## config.mk

```make
export PLATFORM = sky130hd
export DESIGN_NAME = axi_ram_init_ctrl
export DESIGN_NICKNAME = d
export VERILOG_FILES = /design/src/rtl/axi_ram_init_ctrl.sv
export SDC_FILE = /design/constraint.sdc
export NUM_CORES = 1
export LEC_CHECK = 0
export ABC_AREA = 0
export BUFFER_PORTS_ARGS = -buffer_cell sky130_fd_sc_hd__buf_2
export CAP_MARGIN = 20
export CORE_MARGIN = 5
export CORE_UTILIZATION = 41
export DETAILED_ROUTE_END_ITERATION = 16
export GPL_ROUTABILITY_DRIVEN = 0
export PLACE_DENSITY_LB_ADDON = 0.25
export SLEW_MARGIN = 0
export SYNTH_ARGS = -nofsm -noshare
export SYNTH_HDL_FRONTEND = slang
export SYNTH_SLANG_ARGS = --single-unit
```

## constraint.sdc

```tcl
create_clock -name clk -period 2.1 [get_ports clk]
set_input_delay 0.105 -clock clk [delete_from_list [all_inputs] [get_ports clk]]
set_output_delay 0.105 -clock clk [all_outputs]
set_load 0.03 [all_outputs]
```

## src/rtl/axi_ram_init_ctrl.sv

```systemverilog
// ---------------------------------------------------------------------------
// axi_ram_init_ctrl
//
// Preloads the 64-bit AXI RAM before the core is released. Each run writes
// NUM_WORDS consecutive 64-bit words starting at BASE_ADDR, using one
// single-beat INCR burst per word. Only one write is in flight at a time.
// The data source is chosen when the run starts:
//   fill mode   : every word is the i_fill_data value captured at start
//   stream mode : words are taken one by one from a valid/ready stream
//
// Ports
//   clk, rst                clock, synchronous active-high reset
//   i_start                 start a run (honoured only in IDLE/DONE/ERR)
//   i_fill_mode             1 = constant fill, 0 = stream (sampled at start)
//   i_fill_data             constant fill word
//   i_s_data/i_s_valid      loader word stream
//   o_s_ready               stream ready (high only while fetching)
//   o_aw*, i_awready        AXI write-address channel
//   o_w*, i_wready          AXI write-data channel
//   i_b*, o_bready          AXI write-response channel
//   o_busy                  controller owns the RAM write channels
//   o_init_done             sticky, run finished with every response OKAY
//   o_init_error            sticky, run aborted on a bad response
//   o_words_done            words acknowledged OKAY in the current run
//
// BASE_ADDR must be 8-byte aligned, and NUM_WORDS must lie in
// 1..2^(ADDR_WIDTH-3).
// ---------------------------------------------------------------------------
module axi_ram_init_ctrl #(
    parameter int ADDR_WIDTH = 16,
    parameter int ID_WIDTH   = 6,
    parameter int AXI_ID     = 0,
    parameter int BASE_ADDR  = 0,
    parameter int NUM_WORDS  = 8192
) (
    input  logic                  clk,
    input  logic                  rst,
    input  logic                  i_start,
    input  logic                  i_fill_mode,
    input  logic [63:0]           i_fill_data,
    input  logic [63:0]           i_s_data,
    input  logic                  i_s_valid,
    output logic                  o_s_ready,
    output logic [ID_WIDTH-1:0]   o_awid,
    output logic [ADDR_WIDTH-1:0] o_awaddr,
    output logic [7:0]            o_awlen,
    output logic [2:0]            o_awsize,
    output logic [1:0]            o_awburst,
    output logic                  o_awvalid,
    input  logic                  i_awready,
    output logic [63:0]           o_wdata,
    output logic [7:0]            o_wstrb,
    output logic                  o_wlast,
    output logic                  o_wvalid,
    input  logic                  i_wready,
    input  logic [ID_WIDTH-1:0]   i_bid,
    input  logic [1:0]            i_bresp,
    input  logic                  i_bvalid,
    output logic                  o_bready,
    output logic                  o_busy,
    output logic                  o_init_done,
    output logic                  o_init_error,
    output logic [ADDR_WIDTH-3:0] o_words_done
);

    localparam int CNT_W = ADDR_WIDTH - 2;

    localparam logic [ID_WIDTH-1:0]   ID_C   = ID_WIDTH'(AXI_ID);
    localparam logic [ADDR_WIDTH-1:0] BASE_C = ADDR_WIDTH'(BASE_ADDR);
    localparam logic [CNT_W-1:0]      NUM_C  = CNT_W'(NUM_WORDS);
    localparam logic [ADDR_WIDTH-1:0] STEP_C = ADDR_WIDTH'(8);

    typedef enum logic [2:0] {
        IDLE,
        FETCH,
        WRITE,
        RESP,
        DONE,
        ERR
    } state_t;

    state_t state;

    logic fill_mode;   // source selected at start
    logic aw_done;     // address accepted for the current word
    logic w_done;      // data accepted for the current word

    // Fixed burst shape: one full 8-byte beat per burst.
    assign o_awid    = ID_C;
    assign o_awlen   = 8'd0;
    assign o_awsize  = 3'd3;
    assign o_awburst = 2'b01;
    assign o_wstrb   = 8'hFF;
    assign o_wlast   = 1'b1;

    logic aw_hs, w_hs, b_hs, b_bad;
    logic aw_fin, w_fin;
    logic [CNT_W-1:0] cnt_inc;

    assign aw_hs   = o_awvalid & i_awready;
    assign w_hs    = o_wvalid & i_wready;
    assign b_hs    = o_bready & i_bvalid;
    assign b_bad   = (i_bresp != 2'b00) || (i_bid != ID_C);
    // A channel counts as finished if it completed earlier or handshakes now,
    // so both finishing in the same cycle moves straight to RESP.
    assign aw_fin  = aw_done | aw_hs;
    assign w_fin   = w_done | w_hs;
    assign cnt_inc = o_words_done + 1'b1;

    always_ff @(posedge clk) begin
        if (rst) begin
            state        <= IDLE;
            fill_mode    <= 1'b0;
            aw_done      <= 1'b0;
            w_done       <= 1'b0;
            o_s_ready    <= 1'b0;
            o_awvalid    <= 1'b0;
            o_wvalid     <= 1'b0;
            o_bready     <= 1'b0;
            o_busy       <= 1'b0;
            o_init_done  <= 1'b0;
            o_init_error <= 1'b0;
            o_words_done <= '0;
            o_awaddr     <= BASE_C;
            o_wdata      <= '0;
        end else begin
            case (state)
                IDLE, DONE, ERR: begin
                    if (i_start) begin
                        o_init_done  <= 1'b0;
                        o_init_error <= 1'b0;
                        o_words_done <= '0;
                        o_awaddr     <= BASE_C;
                        fill_mode    <= i_fill_mode;
                        o_busy       <= 1'b1;
                        if (i_fill_mode) begin
                            o_wdata   <= i_fill_data;
                            o_awvalid <= 1'b1;
                            o_wvalid  <= 1'b1;
                            aw_done   <= 1'b0;
                            w_done    <= 1'b0;
                            state     <= WRITE;
                        end else begin
                            o_s_ready <= 1'b1;
                            state     <= FETCH;
                        end
                    end
                end

                FETCH: begin
                    if (i_s_valid) begin
                        o_wdata   <= i_s_data;
                        o_s_ready <= 1'b0;
                        o_awvalid <= 1'b1;
                        o_wvalid  <= 1'b1;
                        aw_done   <= 1'b0;
                        w_done    <= 1'b0;
                        state     <= WRITE;
                    end
                end

                WRITE: begin
                    // Each channel drops its valid on its own handshake;
                    // address and data registers are untouched here.
                    if (aw_hs) o_awvalid <= 1'b0;
                    if (w_hs)  o_wvalid  <= 1'b0;
                    aw_done <= aw_fin;
                    w_done  <= w_fin;
                    if (aw_fin && w_fin) begin
                        o_bready <= 1'b1;
                        state    <= RESP;
                    end
                end

                RESP: begin
                    if (b_hs) begin
                        o_bready <= 1'b0;
                        if (b_bad) begin
                            o_init_error <= 1'b1;
                            o_busy       <= 1'b0;
                            state        <= ERR;
                        end else begin
                            o_words_done <= cnt_inc;
                            // Address wraps modulo 2^ADDR_WIDTH by width.
                            o_awaddr     <= o_awaddr + STEP_C;
                            if (cnt_inc == NUM_C) begin
                                o_init_done <= 1'b1;
                                o_busy      <= 1'b0;
                                state       <= DONE;
                            end else if (fill_mode) begin
                                o_awvalid <= 1'b1;
                                o_wvalid  <= 1'b1;
                                aw_done   <= 1'b0;
                                w_done    <= 1'b0;
                                state     <= WRITE;
                            end else begin
                                o_s_ready <= 1'b1;
                                state     <= FETCH;
                            end
                        end
                    end
                end

                default: begin
                    state     <= IDLE;
                    o_s_ready <= 1'b0;
                    o_awvalid <= 1'b0;
                    o_wvalid  <= 1'b0;
                    o_bready  <= 1'b0;
                    o_busy    <= 1'b0;
                end
            endcase
        end
    end

endmodule

```

# Word level (Yosys, flattened, before mapping)
# Cells that the tools add are included.
[word_totals] out_inout_bits=129 regBits=107
[op_classes] mux=64 n_eq_ne=21 reduce_logical=23 n_bitwise=8 addsub=2
[op_table] op="two-way mux 64 bit" count=3
[op_table] op="one-hot mux 64 bit (2 select lines)" count=1
[op_table] op="two-way mux 16 bit" count=3
[op_table] op="two-way mux 14 bit" count=3
[op_table] op="two-way mux 1 bit" count=34
[op_table] op="one-hot mux 16 bit (2 select lines)" count=1
[op_table] op="AND reduction 8 bit" count=4
[op_table] op="!= test 2 bit (second input constant)" count=14
[op_table] op="one-hot mux 14 bit (2 select lines)" count=1
[op_table] op="one-hot mux 1 bit (4 select lines)" count=5
[op_table] op="AND reduction 4 bit" count=5
[op_table] op="two-way mux 3 bit" count=6
[op_table] op="adder 16 x 4 -> 16 bit (second input constant)" count=1
[op_table] op="adder 14 x 1 -> 14 bit (second input constant)" count=1
[op_table] op="== test 14 bit (second input constant)" count=1
[op_table] op="one-hot mux 3 bit (4 select lines)" count=1
[op_table] op="== test 3 x 2 -> 1 bit (second input constant)" count=2
[op_table] op="== test 3 bit (second input constant)" count=2
[op_table] op="one-hot mux 1 bit (3 select lines)" count=2
[op_table] op="nonzero test 2 bit" count=3
[op_table] op="nonzero test 6 bit" count=1
[op_table] op="AND reduction 5 bit" count=1
[op_table] op="two-way mux 2 bit" count=2
[op_table] op="one-hot mux 1 bit (2 select lines)" count=2
[op_table] op="14 further kinds" count=19

# Logic depth before layout (Yosys ltp)
[depth] depth_word=6 mapped_depth=8

# Worst setup path before layout
# No wires, ideal clock.
[synth_timing] kind="flip-flop to flip-flop" from="reg o_words_done[0]" to="reg aw_done" path_stages_with_launch=8 path_slack_ns=-0.460 n_path_buf=0 setup_time_ns=0.103 t_arrival_ns=2.457 cell_sequence="dfxtp_1 ha_1 nand3_1 or4_4 a211oi_2 o2111ai_2 a41o_1 a2111oi_2"
[synth_between] elab_chain_cells=4
[synth_lines] element="start: declaration" line="63" text="output logic [ADDR_WIDTH-3:0] o_words_done"
[synth_lines] element="start signal: assignment" line="183" text="o_words_done <= cnt_inc;"
[synth_lines] element="adder 14 x 1 -> 14 bit" line="108" text="assign cnt_inc = o_words_done + 1'b1;"
[synth_lines] element="== test 14 bit" line="186" text="if (cnt_inc == NUM_C) begin"
[synth_lines] element="!= test 2 bit (no line)"
[synth_lines] element="AND reduction 8 bit (no line)"
[synth_lines] element="end signal: assignment" line="167" text="aw_done <= aw_fin;"
[synth_lines] element="end: declaration" line="85" text="logic aw_done;"
# No other way between the ends.
# A chain may end at the register's enable or synchronous reset.

# Final worst setup path
[layout_timing] from="reg o_words_done[6]" to="reg state[0]"
[layout_between] elab_chain_cells=6
[layout_lines] element="adder 14 x 1 -> 14 bit" line="108"
[layout_lines] element="== test 14 bit" line="186"
[layout_lines] element="two-way mux 3 bit" line="186"
[layout_lines] element="two-way mux 3 bit" line="178" text="if (b_bad) begin"
[layout_lines] element="two-way mux 3 bit" line="176" text="if (b_hs) begin"
[layout_lines] element="one-hot mux 3 bit (4 select lines)" line="127" text="case (state)"
[layout_lines] element="end signal: assignment" line="181" text="state <= ERR;"
[layout_lines] element="end signal: assignment" line="189" text="state <= DONE;"
[layout_lines] element="end signal: assignment" line="195" text="state <= WRITE;"
[layout_lines] element="end: declaration" line="82" text="state_t state;"
# No other way between the ends. The select of a mux whose other input is x is not followed.

==> out/results.ini <==
[final_layout]
post-route-util_pct=57.4
synthToLayoutAreaGrowth_pct=38.8
design_area_um2=7150
num-fill-cells=1141
fin_cells=1024
drive_gt1_share_pct=39.3
final_nets=993
final-seq-area_um2=2110
multi_input_area_um2=2870
antenna_cells=0

[global_route]
antenna_found_initial=0
grt_pass1_wl_mm=24.2
first_global_vias=5031
grt-ovfl-total=0
grtUsageTotal_pct=20.0
grt_start_max_net_pins=79

[critical_path]
crit_arrival_ns=2.38
startpoint=o_words_done[6]
critPathCapture=state[0]
required_ns=2.29
worstSetupEndpointType=flop
r2r_cells=7
cp-start-kind=flop
ff2ff_setup_slack_ns=-0.09
r2r-end=state[0]
reg2reg_from=o_words_done[6]
critPathKind=flop to flop
crit_fanout=7

[run_status]
violations=negative setup slack
status=finished, violations left

[timing]
hold_violations=0
rsz0062_at_grt=yes
drv_slew=0
setup_slack_ns=-0.0870
final.setup.tns_ns=-0.230
final.setup_skew_ns=0.00529
period_minus_slack_ns=2.19
fin_crit_sh_pct=104
timing.fmax_mhz=457
worst_slew_pin_slew_ns=0.752
relSlewSlack_pct=49.3
finalSetupViolCount=6

[placed_design]
port_buffers=241
hpwl_mm=12.4
placed_area_um2=6730
dp_cells=1007

[die]
die_w_um=122
fp.dieArea_um2=14900
io_pins=273
initial_core_util_pct=41.3
core_um2=12500
die_h_um=122
rows=41

[yosys]
synth_cell_types=52
synth_cells=593
synth_edf_count=0
async_flop_share_pct=0
synth_seq_cells=104
ys.flop_type=dfxtp_1
syn_avg_cell_area_um2=8.68
synth.yosys.seq_area_share_pct=40.4
ys_warn_count=0
synth_area_um2=5150

[detailed_routing]
routed_wirelength_mm=15.9
post_drt_wl_per_cell_um=15.5
viasPerCell=5.12
drtPass1Iterations=5
drc=0
drtAntennaViolNets=0
routed-via-count=5238
drtIter0Drc=243

[clock_tree]
holdBufCountCts=0
numCtsBuffers=9
clkLatencyLatePin_ns=0.35
cts_buffer_depth=2
htreeDepth=3
cts_root_buf=clkbuf_16
clk_pin_slew_ns=0.07
clock_sinks=104
cts_tree=built

[pwr]
vdd_drop_max_mv=0.538
p_leak_nw=3.22
power_density_nw_per_um2=1180

[run]
cap_violations=0

[worst_hold_path]
hold_class=input pin to flop

[worst max-delay path: stages, from the launching register on]
cell	delay, ns
dfxtp_2	0.40
nand4_4	0.17
nor4_1	0.44
xor2_1	0.31
o2111ai_4	0.25
buf_6	0.19
a211oi_2	0.19
a211oi_1	0.09
[area by class of cell]
type / count / share of cell area, %
multi-input combinational: 440 / 40.2
clock buffer: 9 / 3.15
inverter: 5 / 0.263
clock inverter: 7 / 1.45
timing repair buffer: 287 / 22.5
sequential: 104 / 29.5
tap: 172 / 3.01
[worst min-delay path by stage]
stage	from	end	slack, ns	cells past startpoint
after CTS	i_fill_mode	fill_mode	0.08	3
after global placement	i_fill_mode	fill_mode	0.43	3
after global routing	i_fill_mode	fill_mode	0.09	3
after floorplan	i_fill_mode	fill_mode	0.24	2
after detailed placement	i_fill_mode	fill_mode	0.42	3
final	i_fill_mode	fill_mode	0.08	3
[report_power, final]
group | total, W | internal [W] | switching, W
combinational | 0.00387 | 0.00134 | 0.00253
sequential | 0.00269 | 0.00243 | 0.000260
clock | 0.00184 | 0.00106 | 0.000779
[cells in the mapped netlist (all sizes together), types with 3 or more instances]
| cell | n | area [um^2] |
|---|---|---|
| a211oi | 72 | 546 |
| a21oi | 31 | 155 |
| a31oi | 3 | 18.8 |
| and3 | 5 | 31.3 |
| buf | 37 | 259 |
| clkbuf | 36 | 135 |
| dfxtp | 104 | 2080 |
| inv | 5 | 18.8 |
| mux2i | 64 | 641 |
| nand2 | 25 | 93.8 |
| nand2b | 4 | 25.0 |
| nand3 | 13 | 65.1 |
| nand3b | 3 | 22.5 |
| nand4 | 7 | 58.8 |
| nor2 | 106 | 398 |
| nor3 | 6 | 30.0 |
| nor4 | 3 | 33.8 |
| o21ai | 17 | 85.1 |
| or3 | 4 | 25.0 |
| or4 | 4 | 33.8 |
| xnor2 | 3 | 26.3 |
| xor2 | 9 | 78.8 |
[sequential cells by signal (all words and copies together) (netlist names)]
signal and flops:
aw_done 1, fill_mode 1, o_awaddr 13, o_awvalid 1, o_bready 1, o_busy 1
o_init_done 1, o_init_error 1, o_s_ready 1, o_wdata 64, o_words_done 14, o_wvalid 1
state 3, w_done 1
[cell families (layout without fill, tap and decap cells)]
family          after synthesis  after routing  share of synthesized area, %
buf+inv                      78            308                          8.02
other cells                   2             31                         0.146
flops                       104            104                          40.4
fa+ha+maj                     2              2                         0.486
mux                          64             64                          12.4
simple gates                188            188                          17.1
xor+xnor                     12             12                          2.04
compound gates              143            143                          19.4
[layer usage]
| layer | track usage (%) | part of all wire [%] | vias to the layer above |
|---|---|---|---|
| li1 | - | - | 2599 |
| met1 | 24.2 | 41 | 2401 |
| met2 | 35.7 | 51 | 217 |
| met3 | 4.78 | 7.1 | 21 |
| met4 | 5.32 | 1.6 | 0 |
| met5 | 0 | 0 | - |
[layout by cell type (no fill, tap or decap), drive strengths merged, types with 9 or more instances in the layout]
master	n
buf	287
nor2	106
dfxtp	104
a211oi	72
mux2i	64
conb	31
a21oi	31
nand2	25
o21ai	17
nand3	13
xor2	9
clkbuf	9
[per-stage QoR]
stage | total power [W] | setup WS [ns] | hold slack [ns]
2_1_floorplan | 0.00542 | -0.0937 | 0.241
3_3_place_gp | 0.00648 | -0.0648 | 0.427
3_5_place_dp | 0.00658 | -0.183 | 0.422
4_1_cts | 0.00845 | -0.0619 | 0.0756
5_1_grt | 0.00885 | -0.124 | 0.0870
6_report | 0.00840 | -0.0870 | 0.0832
[what timing repair did]
item,4_1_cts,5_1_grt
pin swaps,3,2
setup buffers,1,0
endpoints found under the setup margin,12,18
resized for setup,6,8
No activity file was read; power rests on OpenSTA's default activity.
